### src/rtl/ripple_c_nbit_pkg.sv
// ----------------------------------------------------------------------------
// ripple_c_nbit_pkg
// Shared datapath constants for the ripple-carry adder slice.
//   ADDER_W : default operand/sum width of ripple_c_nbit
// ----------------------------------------------------------------------------
package ripple_c_nbit_pkg;

   localparam int unsigned ADDER_W = 16;

endpackage : ripple_c_nbit_pkg

### src/rtl/ripple_c_nbit_full_adder.sv
// ----------------------------------------------------------------------------
// full_adder
// One-bit combinational full-adder cell, the building block of the ripple chain.
//   a, b : operand bits
//   cin  : carry in
//   s    : sum bit
//   cout : carry out (majority of a, b, cin)
// ----------------------------------------------------------------------------
module full_adder (
   input  logic a,
   input  logic b,
   input  logic cin,
   output logic s,
   output logic cout
);

   assign s    = a ^ b ^ cin;
   assign cout = (a & b) | (a & cin) | (b & cin);

endmodule : full_adder

### src/rtl/ripple_c_nbit.sv
// ----------------------------------------------------------------------------
// ripple_c_nbit
// N-bit ripple-carry adder (chain of full_adder cells) with a registered
// output stage; one cycle latency, one result per cycle.
//   clk       : system clock, rising edge
//   rst       : synchronous active-high reset
//   A, B      : unsigned operands [N-1:0]
//   Cin       : carry into bit 0
//   in_valid  : capture A/B/Cin on this edge
//   Sum       : registered sum [N-1:0]
//   Cout      : registered carry out of bit N-1
//   out_valid : Sum/Cout were updated by the previous edge
// ----------------------------------------------------------------------------
module ripple_c_nbit
   import ripple_c_nbit_pkg::*;
#(
   parameter int unsigned N = ADDER_W
) (
   input  logic         clk,
   input  logic         rst,
   input  logic [N-1:0] A,
   input  logic [N-1:0] B,
   input  logic         Cin,
   input  logic         in_valid,
   output logic [N-1:0] Sum,
   output logic         Cout,
   output logic         out_valid
);

   logic [N-1:0] s;
   logic         carry_out;

   // Ripple chain. Each cell owns its carry-out net and the next cell reads
   // it from the neighbouring generate block, so the carry moves strictly
   // cell to cell without a self-referencing carry vector.
   for (genvar i = 0; i < int'(N); i++) begin : g_bit
      logic cin;
      logic cout;

      if (i == 0) begin : g_first
         assign cin = Cin;
      end else begin : g_next
         assign cin = g_bit[i-1].cout;
      end

      full_adder u_fa (
         .a    (A[i]),
         .b    (B[i]),
         .cin  (cin),
         .s    (s[i]),
         .cout (cout)
      );
   end

   assign carry_out = g_bit[N-1].cout;

   // Output register: reset wins, results hold while in_valid is low.
   always_ff @(posedge clk) begin
      if (rst) begin
         Sum       <= '0;
         Cout      <= 1'b0;
         out_valid <= 1'b0;
      end else begin
         out_valid <= in_valid;
         if (in_valid) begin
            Sum  <= s;
            Cout <= carry_out;
         end
      end
   end

endmodule : ripple_c_nbit

### config.mk
export PLATFORM = sky130hd
export DESIGN_NAME = ripple_c_nbit
export DESIGN_NICKNAME = d
export VERILOG_FILES = /design/src/rtl/ripple_c_nbit_pkg.sv /design/src/rtl/ripple_c_nbit_full_adder.sv /design/src/rtl/ripple_c_nbit.sv
export SDC_FILE = /design/constraint.sdc
export NUM_CORES = 1
export LEC_CHECK = 0
export CELL_PAD_IN_SITES_DETAIL_PLACEMENT = 1
export CELL_PAD_IN_SITES_GLOBAL_PLACEMENT = 2
export CORE_AREA = 3 3 65 79
export DETAILED_ROUTE_END_ITERATION = 10
export DIE_AREA = 0 0 68 82
export GPL_ROUTABILITY_DRIVEN = 0
export PLACE_DENSITY = 0.83
export REMOVE_ABC_BUFFERS = 1
export SYNTH_ARGS = -nofsm -noshare
export SYNTH_HDL_FRONTEND = slang
export SYNTH_HIERARCHICAL = 1
export SYNTH_SLANG_ARGS = --single-unit
### constraint.sdc
create_clock -name clk -period 11.9 [get_ports clk]
set_input_delay 3.57 -clock clk [delete_from_list [all_inputs] [get_ports clk]]
set_output_delay 3.57 -clock clk [all_outputs]
set_load 0.02 [all_outputs]
; Word-level counts from Yosys, hierarchy flattened
; Index checks and enable logic that the tools add are counted.
[word_totals]
out_inout_bits = 18
regBits = 18
elab_cells = 115
in_bits = 36
[classes]
bitwise = 112
[op_table]
columns = operator, count
row1 = 1-bit bitwise AND, 48
row2 = 1-bit OR, 32
row3 = 1-bit bitwise XOR, 32

; Depth between registers and ports, before layout
[logic_depth]
ltp_word = 48
mapped_depth = 18
ltp_nobuf = 18

; By module
; Netlist, hierarchy kept.
[modules_own_cells]
columns = mod, n_inst, seq_area_each_um2, cells_per_inst, area_each_um2
row1 = ripple_c_nbit, 1, 360.3, 57, 641.9
row2 = full_adder, 16, 0.0, 1, 20.0

; Least setup slack after synthesis
; Ideal clock, no wire load.
[synth_path]
path_kind = input port to flip-flop
start = input A[0]
end = register Sum[15]
n_path_buf = 0
arrival_ns = 9.898
path_stages = 18
setup_ns = 0.116
path_slack_ns = 1.886
required_time_ns = 11.784
path_cell_list = fa_1 fa_1 fa_1 fa_1 fa_1 fa_1 fa_1 fa_1 fa_1 fa_1 fa_1 fa_1 fa_1 fa_1 fa_1 fa_1 mux2i_1 nor2_1
[synth_between]
elab_chain_cells = 46
word_cells_on_any_way = 61
classes_between = bitwise (61)
[synth_lines]
columns = item, line
row1 = start: declaration, ripple_c_nbit.sv:21  ; input logic [N-1:0] A,
row2 = 1-bit bitwise AND, ripple_c_nbit_full_adder.sv:18  ; assign cout = (a & b) | (a & cin) | (b & cin);
row3 = 1-bit OR (*) (2 in a row), ripple_c_nbit_full_adder.sv:18
row4 = 1-bit bitwise AND, ripple_c_nbit_full_adder.sv:18
row5 = 1-bit OR, ripple_c_nbit_full_adder.sv:18
row6 = 1-bit OR (*), ripple_c_nbit_full_adder.sv:18
row7 = via g_bit[1].cout, ripple_c_nbit.sv:38  ; logic cout;
row8 = 1-bit bitwise AND, ripple_c_nbit_full_adder.sv:18
row9 = 1-bit OR, ripple_c_nbit_full_adder.sv:18
row10 = [1 not listed], -
row11 = via g_bit[2].cout, ripple_c_nbit.sv:38
row12 = [3 not listed], -
row13 = via g_bit[3].cout, ripple_c_nbit.sv:38
row14 = [3 not listed], -
row15 = via g_bit[4].cout, ripple_c_nbit.sv:38
row16 = [3 not listed], -
row17 = via g_bit[5].cout, ripple_c_nbit.sv:38
row18 = [3 not listed], -
row19 = via g_bit[6].cout, ripple_c_nbit.sv:38
row20 = [3 not listed], -
row21 = via g_bit[7].cout, ripple_c_nbit.sv:38
row22 = [3 not listed], -
row23 = via g_bit[8].cout, ripple_c_nbit.sv:38
row24 = [3 not listed], -
row25 = via g_bit[10].cin, ripple_c_nbit.sv:37  ; logic cin;
row26 = [3 not listed], -
row27 = via g_bit[10].cout, ripple_c_nbit.sv:38
row28 = [3 not listed], -
row29 = via g_bit[11].cout, ripple_c_nbit.sv:38
row30 = [3 not listed], -
row31 = via g_bit[12].cout, ripple_c_nbit.sv:38
row32 = [2 not listed], -
row33 = 1-bit OR (*), ripple_c_nbit_full_adder.sv:18
row34 = via g_bit[13].cout, ripple_c_nbit.sv:38
row35 = 1-bit bitwise AND, ripple_c_nbit_full_adder.sv:18
row36 = 1-bit OR, ripple_c_nbit_full_adder.sv:18
row37 = 1-bit OR (*), ripple_c_nbit_full_adder.sv:18
row38 = via g_bit[14].cout, ripple_c_nbit.sv:38
row39 = 1-bit bitwise XOR (*), ripple_c_nbit_full_adder.sv:17  ; assign s = a ^ b ^ cin;
row40 = via s[15], ripple_c_nbit.sv:30  ; logic [N-1:0] s;
row41 = end signal: assignment, ripple_c_nbit.sv:66  ; Sum <= s;
row42 = end: declaration, ripple_c_nbit.sv:25  ; output logic [N-1:0] Sum,
; Mark *: on every way through the listed nets, which the timed path passes. The rest lies on a longest branch.
; A chain may end at the register's enable or synchronous reset.

; Worst setup path in the final report
[layout_path]
start = input A[0]
end = register Sum[15]
[layout_between]
elab_chain_cells = 46
word_cells_on_any_way = 61
classes_between = bitwise (61)
[layout_lines]
columns = item, line
row1 = 1-bit bitwise AND, ripple_c_nbit_full_adder.sv:18
row2 = 1-bit OR (*) (2 in a row), ripple_c_nbit_full_adder.sv:18
row3 = via g_bit[0].cout, ripple_c_nbit.sv:38
row4 = 1-bit bitwise AND, ripple_c_nbit_full_adder.sv:18
row5 = 1-bit OR, ripple_c_nbit_full_adder.sv:18
row6 = 1-bit OR (*), ripple_c_nbit_full_adder.sv:18
row7 = via g_bit[1].cout, ripple_c_nbit.sv:38
row8 = 1-bit bitwise AND, ripple_c_nbit_full_adder.sv:18
row9 = [2 not listed], -
row10 = via g_bit[2].cout, ripple_c_nbit.sv:38
row11 = [3 not listed], -
row12 = via g_bit[3].cout, ripple_c_nbit.sv:38
row13 = [3 not listed], -
row14 = via g_bit[4].cout, ripple_c_nbit.sv:38
row15 = [3 not listed], -
row16 = via g_bit[5].cout, ripple_c_nbit.sv:38
row17 = [3 not listed], -
row18 = via g_bit[6].cout, ripple_c_nbit.sv:38
row19 = [3 not listed], -
row20 = via g_bit[7].cout, ripple_c_nbit.sv:38
row21 = [3 not listed], -
row22 = via g_bit[8].cout, ripple_c_nbit.sv:38
row23 = [3 not listed], -
row24 = via g_bit[10].cin, ripple_c_nbit.sv:37
row25 = [3 not listed], -
row26 = via g_bit[10].cout, ripple_c_nbit.sv:38
row27 = [3 not listed], -
row28 = via g_bit[11].cout, ripple_c_nbit.sv:38
row29 = [3 not listed], -
row30 = via g_bit[12].cout, ripple_c_nbit.sv:38
row31 = [2 not listed], -
row32 = 1-bit OR (*), ripple_c_nbit_full_adder.sv:18
row33 = via g_bit[13].cout, ripple_c_nbit.sv:38
row34 = 1-bit bitwise AND, ripple_c_nbit_full_adder.sv:18
row35 = 1-bit OR, ripple_c_nbit_full_adder.sv:18
row36 = 1-bit OR (*), ripple_c_nbit_full_adder.sv:18
row37 = via g_bit[14].cout, ripple_c_nbit.sv:38
row38 = 1-bit bitwise XOR (*), ripple_c_nbit_full_adder.sv:17
row39 = via s[15], ripple_c_nbit.sv:30
; Marks and branches as above.

==> summary.txt <==
Period utilization -> 0.887
Sw frac -> 0.282
Setup TNS -> 0 ns
Clk sinks -> 18
Distinct cells, synth -> 8
Rows -> 27
Min Hold Slack -> 0.493 ns
Num ports -> 54
Core Region -> 0.00453 sq mm
Die height -> 82 um
CTS resizes -> 0
Most common cell after layout, fill and taps aside -> clkdlybuf4s50_1
Comb power frac -> 0.343
Worst Path Required -> 12.01 ns
Net count reported at finish -> 179
Largest net degree at the start of global routing -> 19
Share of power burned in registers -> 0.413
Die Wd -> 68 um
Reg clk slew, reported paths -> 0.07 ns
Crit-path max FO -> 1
Number of hold buffers added after cts -> 0
Placed inst area -> 0.00152 sq mm
Max_cap viols -> 0
Final WL -> 2400 um
Area grow syn2layout -> 62.7%
Die area -> 0.00558 sq mm
YS warnings -> 6
CTS tree -> built
HP Class -> reg2reg
Fin. Hold Viols -> 0
Cell area after layout -> 0.00157 sq mm
Cell Area, Synth -> 962 sq um
Slowest-stage cell, CP -> fa_1
Critical path's most frequent cell -> fa_1
Vias in the first global route -> 810
DPL Wire Length -> 2010 um
Pint -> 122 uW
Power per standard cell area -> 108 mW/mm^2
Drt wl/cell -> 13.1 um
Antenna diode count -> 0
Global-route wire length before repair -> 3840 um
Average size of a mapped cell -> 13.2 sq um
Switching power -> 47.7 uW
GRT Resource Usage Total -> 0.0950
TritonCTS buffer count -> 3
Endpoint type of the worst setup path -> register
Leakage -> 0.622 nW
Initial antenna violation count -> 0
Crit path cell chain -> clkdlybuf4s50_1, fa_1, fa_1, fa_1, fa_1, fa_1, fa_1, fa_1, fa_1, fa_1, fa_1, fa_1, fa_1, fa_1, fa_1, fa_1, fa_1, mux2i_1, nor2_1
Setup crit start -> A[0]
Vias/cell -> 3.92
Critical path class -> in2reg
DRC -> 0
Post-synthesis sequential area ratio -> 0.375
Reg-to-reg critical path startpoint -> Sum[12]
Slew HR -> 0.288
RSZ-0062 raised after global routing -> false
Beginning of the worst hold path -> Sum[4]
Peak supply drop -> 0.0346 mV
Worst EP arrival -> 10.67 ns
CP max stage delay -> 0.45 ns
Routed vias -> 718
Slew Viols, Final -> 0
Antenna Violating Nets Remaining -> 0
Clock Path Buffers -> 2
Endpoints failing setup -> 0
Clk pwr share -> 0.244
Post-route minimum period -> 10.55 ns
Clock skew -> 0 ns
Fmax -> 94.8 MHz
Synthesized flop and latch total -> 18
Tightest Pin Transition -> 1.06 ns
Worst R2R Setup Slack -> 11.24 ns
Crit path launch type -> input port
Layout cells sized above 1 -> 0.0240
Post-CTS setup buffer count -> 0
Root Buffer -> clkbuf_8
Most frequent cells in the layout -> clkdlybuf4s50_1, dfxtp_1, mux2i_1, nor2_1, fa_1
Initial Utilization -> 0.213
Clock Latency Late Sink -> 0.25 ns
Synth Instances -> 73
Buffers added on ports -> 53
Outcome -> completed
Starting DRT DRC Count -> 20
Global route overflow -> 0
H-tree levels -> 1
Pre-Repair DR Iteration Count -> 2
[synthesized netlist by cell type]
cell	instances	share of area
dfxtp_1	18	0.37
mux2i_1	17	0.18
nor2_1	17	0.066
fa_1	16	0.33
buf_2	2	0.010
buf_12	1	0.021
buf_6	1	0.012
nor2b_1	1	0.0065
[flip-flops by register name (all words and copies together) (netlist names)]
| register | cells |
|---|---|
| Cout | 1 |
| Sum | 16 |
| out_valid | 1 |
[power by group through the flow]
stage | logic [mW] | clock network [mW] | registers [mW]
finish | 0.0581 | 0.0413 | 0.0699
global route | 0.0651 | 0.0479 | 0.0710
CTS | 0.0598 | 0.0439 | 0.0700
detailed placement | 0.0596 | 0 | 0.0713
global placement | 0.0570 | 0 | 0.0710
floorplan | 0.0174 | 0 | 0.0789
[per-layer routing]
layer | wire length (um) | vias to the layer above | track usage | part of all wire
met5 | 0 | - | 0 | 0
met4 | 17 | 0 | 0.0298 | 0.0071
met3 | 160 | 2 | 0.0246 | 0.067
met2 | 1400 | 26 | 0.176 | 0.58
met1 | 821 | 352 | 0.103 | 0.34
li1 | - | 338 | - | -
[through the flow]
stage / cells / power (mW) / utilization / setup slack [ns]
final: 183 / 0.169 / 0.346 / 1.35
after global placement: 180 / 0.128 / 0.337 / 1.12
after global routing: 183 / 0.184 / 0.346 / 1.08
after detailed placement: 180 / 0.131 / 0.337 / 1.02
after CTS: 183 / 0.174 / 0.346 / 1.28
after floorplan: 69 / 0.0963 / - / 1.89
[path summary, 6_finish.rpt]
path | to | cells after the start
max | Sum[15] | 19
min | Sum[4] | 2
max reg2reg | Sum[12] | 2
min reg2reg | Sum[4] | 2
[cell families after synthesis]
logic type	after synthesis	share of synthesized area
mux	17	0.177
fa+ha+maj	16	0.333
buf+inv	4	0.0429
flops	18	0.375
simple gates	18	0.0728
[layout make-up]
| cell class | count | area (sq um) |
|---|---|---|
| Clock buffer | 3 | 41.3 |
| Timing Repair Buffer | 53 | 531 |
| Fill cell | 517 | 2960 |
| Tap cell | 58 | 72.6 |
| Multi-Input combinational cell | 51 | 561 |
| Sequential cell | 18 | 360 |
[critical path, delay by kind of cell]
family | cells | cell delay, ns
buffers and inverters | 1 | 0.43
adders and majority gates | 16 | 6.47
and+or+nand+nor | 1 | 0.06
muxes | 1 | 0.15
Power figures use the tool's default switching activity.
